==> config.mk <==
export PLATFORM = sky130hd
export DESIGN_NAME = timestamp_capture
export DESIGN_NICKNAME = d
export VERILOG_FILES = /design/src/rtl/timestamp_pkg.sv /design/src/rtl/ts_channel.sv /design/src/rtl/timestamp_capture.sv
export SDC_FILE = /design/constraint.sdc
export NUM_CORES = 1
export LEC_CHECK = 0
export CORE_ASPECT_RATIO = 0.75
export CORE_UTILIZATION = 50
export DETAILED_ROUTE_END_ITERATION = 8
export PLACE_DENSITY = 0.8
export SLEW_MARGIN = 5
export SYNTH_ARGS = -nofsm -noshare
export SYNTH_HDL_FRONTEND = slang
export SYNTH_SLANG_ARGS = --single-unit
==> constraint.sdc <==
create_clock -name clk_i -period 3.8 [get_ports clk_i]
set_clock_uncertainty 0.2 [all_clocks]
set_input_delay 0.38 -clock clk_i [delete_from_list [all_inputs] [get_ports clk_i]]
set_output_delay 0.38 -clock clk_i [all_outputs]
set_load 0.05 [all_outputs]
==> src/rtl/timestamp_pkg.sv <==
// ============================================================================
// Module      : timestamp_pkg
// Description : Shared types and parameter defaults for timestamp_capture.
// Revision    : 1.0 - initial release
// ============================================================================
`default_nettype none

package timestamp_pkg;

  localparam int c_WIDTH_DEF = 32;
  localparam int c_STEP_DEF  = 10;
  localparam int c_N_CH_DEF  = 2;

  typedef enum logic [0:0] {
    IDLE  = 1'b0,
    COUNT = 1'b1
  } state_e;

  // Default-width view of the control state; the top re-declares the same
  // shape with its own WIDTH because package types cannot be parametrised.
  typedef struct packed {
    state_e                 state;
    logic [c_WIDTH_DEF-1:0] counter;
  } core_s;

endpackage

`default_nettype wire

==> src/rtl/ts_channel.sv <==
// ============================================================================
// Module      : ts_channel
// Description : One capture channel: edge detect, holding register,
//               valid/ready drain and sticky overflow flag.
// Revision    : 1.0 - initial release
// ============================================================================
`default_nettype none

module ts_channel
  import timestamp_pkg::*;
#(
  parameter int WIDTH = c_WIDTH_DEF
) (
  input  logic             clk_i,
  input  logic             reset_i,
  input  logic             clear_i,
  input  logic             event_i,
  input  logic [WIDTH-1:0] counter_i,
  output logic [WIDTH-1:0] ts_o,
  output logic             ts_valid_o,
  input  logic             ts_ready_i,
  output logic             overflow_o
);

  logic             r_ev_s;
  logic             r_ev_q;
  logic             r_valid;
  logic             r_ovf;
  logic [WIDTH-1:0] r_ts;
  logic             w_edge;
  logic             w_accept;
  logic             w_drop;

  // The edge is taken one cycle after the event is sampled, so the captured
  // value is the counter seen in the edge cycle.
  assign w_edge   = r_ev_s & ~r_ev_q;
  assign w_accept = w_edge & (~r_valid | ts_ready_i);
  assign w_drop   = w_edge & r_valid & ~ts_ready_i;

  always_ff @(posedge clk_i or posedge reset_i) begin
    if (reset_i) begin
      r_ev_s  <= 1'b0;
      r_ev_q  <= 1'b0;
      r_valid <= 1'b0;
      r_ovf   <= 1'b0;
      r_ts    <= '0;
    end else begin
      r_ev_s <= event_i;
      r_ev_q <= r_ev_s;
      if (w_accept) begin
        r_ts    <= counter_i;
        r_valid <= 1'b1;
      end else if (r_valid && ts_ready_i) begin
        r_valid <= 1'b0;
      end
      // A drop in the clearing cycle still leaves the flag set.
      r_ovf <= (r_ovf & ~clear_i) | w_drop;
    end
  end

  assign ts_o       = r_ts;
  assign ts_valid_o = r_valid;
  assign overflow_o = r_ovf;

endmodule

`default_nettype wire

==> src/rtl/timestamp_capture.sv <==
// ============================================================================
// Module      : timestamp_capture
// Description : Free-running stepped timestamp counter with per-channel
//               event capture and valid/ready readout.
// Revision    : 1.0 - initial release
// ============================================================================
`default_nettype none

module timestamp_capture
  import timestamp_pkg::*;
#(
  parameter int WIDTH = c_WIDTH_DEF,
  parameter int STEP  = c_STEP_DEF,
  parameter int N_CH  = c_N_CH_DEF
) (
  input  logic                  clk_i,
  input  logic                  reset_i,
  input  logic                  enable_i,
  input  logic                  clear_i,
  input  logic [N_CH-1:0]       event_i,
  output logic [WIDTH-1:0]      time_o,
  output logic                  wrap_o,
  output logic [N_CH*WIDTH-1:0] ts_o,
  output logic [N_CH-1:0]       ts_valid_o,
  input  logic [N_CH-1:0]       ts_ready_i,
  output logic [N_CH-1:0]       overflow_o
);

  typedef struct packed {
    state_e           state;
    logic [WIDTH-1:0] counter;
  } core_t;

  localparam logic [WIDTH:0] c_STEP_EXT = (WIDTH+1)'(STEP);

  core_t          r_core;
  core_t          w_core_d;
  logic           r_wrap;
  logic           w_wrap_d;
  logic [WIDTH:0] w_sum;

  assign w_sum = {1'b0, r_core.counter} + c_STEP_EXT;

  always_comb begin
    w_core_d = r_core;
    w_wrap_d = 1'b0;
    case (r_core.state)
      IDLE: begin
        if (enable_i) w_core_d.state = COUNT;
      end
      COUNT: begin
        if (!enable_i) begin
          w_core_d.state = IDLE;
        end else begin
          w_core_d.counter = w_sum[WIDTH-1:0];
          w_wrap_d         = w_sum[WIDTH];
        end
      end
    endcase
    if (clear_i) begin
      w_core_d.counter = '0;
      w_wrap_d         = 1'b0;
    end
  end

  always_ff @(posedge clk_i or posedge reset_i) begin
    if (reset_i) begin
      r_core <= '{state: IDLE, counter: '0};
      r_wrap <= 1'b0;
    end else begin
      r_core <= w_core_d;
      r_wrap <= w_wrap_d;
    end
  end

  assign time_o = r_core.counter;
  assign wrap_o = r_wrap;

  generate
    for (genvar k = 0; k < N_CH; k++) begin : g_ch
      ts_channel #(
        .WIDTH(WIDTH)
      ) u_ch (
        .clk_i      (clk_i),
        .reset_i    (reset_i),
        .clear_i    (clear_i),
        .event_i    (event_i[k]),
        .counter_i  (r_core.counter),
        .ts_o       (ts_o[k*WIDTH +: WIDTH]),
        .ts_valid_o (ts_valid_o[k]),
        .ts_ready_i (ts_ready_i[k]),
        .overflow_o (overflow_o[k])
      );
    end
  endgenerate

endmodule

`default_nettype wire

==> flow_metrics.py <==
metrics = {
    "outcome": {
        "status": "finished clean",
    },
    "setup_path": {
        "criticalPathCategory": "reg -> reg",
        "worst_setup_path_start_kind": "flop",
        "cp.arrival_ns": 2.47,
        "cp_max_fo": 10,
        "crit_path_end_kind": "flop",
        "cp_data_required_time_ns": 3.87,
    },
    "timing": {
        "setup_violations": 0,
        "worst_slack_ns": 1.400,
        "rsz0062_at_grt": "no",
        "finalHoldViolCount": 0,
        "period_share_pct": 63.16,
        "period_needed_ns": 2.400,
        "setup_tns_ns": 0,
        "slew_headroom_pct": 42.05,
        "worstMarginPinSlew_ns": 0.8693,
        "maxSlewViolCount": 0,
        "max_clock_freq_mhz": 416.6,
    },
    "drt": {
        "drt_iter0_drc": 150,
        "vias_per_cell": 5.528,
        "vias": 3079,
        "wirelength_mm": 9.423,
        "drc": 0,
        "drt-wirelength-per-cell_um": 16.92,
        "ant_nets": 0,
        "dr.pass1.iters": 4,
    },
    "clocking": {
        "clock_sinks": 103,
        "insertion_delay_ns": 0.34,
        "cts-resized-gates": 0,
        "clk_pin_slew_ns": 0.07,
        "post_cts_buffers": 0,
        "cts_buffer_depth": 2,
        "cts.htree.levels": 3,
        "hold_buffers": 0,
        "cts_tree": "built",
        "cts-root-buf": "clkbuf_16",
        "cts_made_buffers": 9,
    },
    "grt": {
        "antenna_found_initial": 0,
        "track_usage_pct": 20.69,
        "grt_pass1_wl_mm": 15.44,
        "grt_max_degree": 70,
        "gr-total-overflow": 0,
        "grt_pass1_vias": 2990,
    },
    "yosys": {
        "synth_common_cells": "103 x dfrtp_1, 65 x mux2_2, 38 x buf_4",
        "ys_seq_area_share_pct": 55.86,
        "syn_inst": 379,
        "syn_avg_cell_area_sq_um": 12.18,
        "synth.area.top_cells": "dfrtp_1 56%, mux2_2 16%, buf_4 6.2%",
        "post-synth-top-area-fraction_pct": 55.86,
        "yosys.cell_count.top_type": "dfrtp_1",
        "synth_seq_cells": 103,
        "synth_async_sr_flop_share_pct": 100.0,
        "syn_area_sq_um": 4614,
        "synth.distinct_cells": 42,
        "synth_enable_flop_cells": 0,
        "synth_top_area_cell": "dfrtp_1",
        "ys.flop_type": "dfrtp_1",
        "yosysWarnings": 0,
    },
    "die": {
        "num_rows": 29,
        "pin_count": 109,
        "core_area_sq_um": 8708,
        "die-height_um": 85.20,
        "initial_core_util_pct": 52.99,
        "fp.dieW_um": 112.9,
        "die_area_sq_um": 9621,
    },
    "layout": {
        "nFillCells": 686,
        "utilization_pct": 66.29,
        "antennaDiodeCount": 0,
        "layout-drive-gt1-share_pct": 20.49,
        "regArea_sq_um": 2577,
        "nets": 453,
        "multi_input_area_sq_um": 1672,
        "areaGrowthSynthToFinish_pct": 25.11,
    },
    "placement": {
        "numPortBuffers": 105,
        "preCtsSetupSlack_ns": 1.037,
        "gp_congestion": 0.7733,
        "dp_hpwl_mm": 6.399,
    },
    "run": {
        "cap_violations": 0,
    },
    "hold_path": {
        "hold_class": "reg -> reg",
    },
    "power": {
        "ir_drop_v": 0.0003505,
        "p_per_area_nw_per_um2": 389.6,
        "leakage_nw": 2.551,
    },
}
[layout make-up]
| cell class | instances | share of cell area (%) |
|---|---|---|
| Inverter | 4 | 0.3034 |
| Multi-Input combinational cell | 218 | 28.96 |
| Sequential cell | 103 | 44.65 |
| Clock inverter | 7 | 1.257 |
| Clock buffer | 9 | 3.901 |
| Tap cell | 108 | 2.341 |
| Timing Repair Buffer | 108 | 18.60 |
[registers in the layout, indices dropped and copies added (netlist names)]
name and count:
r_core 1, time_o 31, g_ch.u_ch.r_ev_q 2, g_ch.u_ch.overflow_o 2
g_ch.u_ch.r_ev_s 2, g_ch.u_ch.ts_valid_o 2, g_ch.u_ch.ts_o 62, wrap_o 1
[critical path: stages (launching register included)]
cell and delay (ns):
dfrtp_1 0.47, ha_1 0.26, o21ai_1 0.13, nand4bb_1 0.49
or4_1 0.63, a21oi_1 0.15
[stage by stage]
stage | total power, mW | area [sq um] | hold slack (ns) | std cells
after floorplan | 1.297 | 4622 | 0.1546 | 381
after global placement | 1.346 | 5475 | 0.1622 | 541
after detailed placement | 1.351 | 5475 | 0.1710 | 541
after CTS | 2.269 | 5773 | 0.1864 | 557
after global routing | 2.320 | 5773 | 0.1943 | 557
final | 2.249 | 5773 | 0.1810 | 557
[cells in the final DEF (no fill, tap or decap), types with 5 or more instances in the layout]
cell type / count
nand2b_1: 5
mux2_2: 65
o21ai_0: 8
nand4_1: 6
or4_1: 8
nor2_1: 19
nand3_1: 8
nor3_1: 7
xnor2_1: 8
clkdlybuf4s50_1: 105
dfrtp_1: 103
clkbuf_16: 9
a21oi_1: 16
o31ai_1: 6
nor2b_1: 7
or3_1: 6
nand2_1: 15
[cell families (layout without fill, tap and decap cells)]
family	Yosys count	after routing	share of synthesized area [%]
DFF	103	103	55.86
and+or+nand+nor	103	103	13.18
muxes	68	68	16.57
buffers and inverters	60	128	8.189
AOI/OAI and AO/OA	34	34	4.149
xor gates and xnor gates	9	9	1.708
adders and majority gates	1	1	0.2711
other	1	3	0.08127
[layer usage]
metal  track usage [%]  wire [um]
met1             28.36       4461
met5                 0          0
met2             32.32       4309
met3             6.429        578
met4             5.383         74
[worst paths after layout]
kind	start	end	slack [ns]	cells past startpoint
min in group asynchronous	reset_i	g_ch[1].u_ch.ts_o[7]	0.37	2
setup / recovery	time_o[1]	time_o[21]	1.40	5
hold / removal	g_ch[0].u_ch.r_ev_s	g_ch[0].u_ch.r_ev_q	0.18	0
setup reg to reg	time_o[1]	time_o[21]	1.40	5
max in group asynchronous	reset_i	g_ch[0].u_ch.ts_o[20]	2.25	3
hold reg to reg	g_ch[0].u_ch.r_ev_s	g_ch[0].u_ch.r_ev_q	0.18	0
[power breakdown]
part	total, mW	switching (mW)	leakage, nW	internal (mW)
clock	0.922	0.410	0.142	0.512
sequential	1.13	0.0161	1.42	1.12
combinational	0.196	0.133	0.991	0.0630
total	2.25	0.559	2.55	1.69
(Power assumes the default switching activity.)
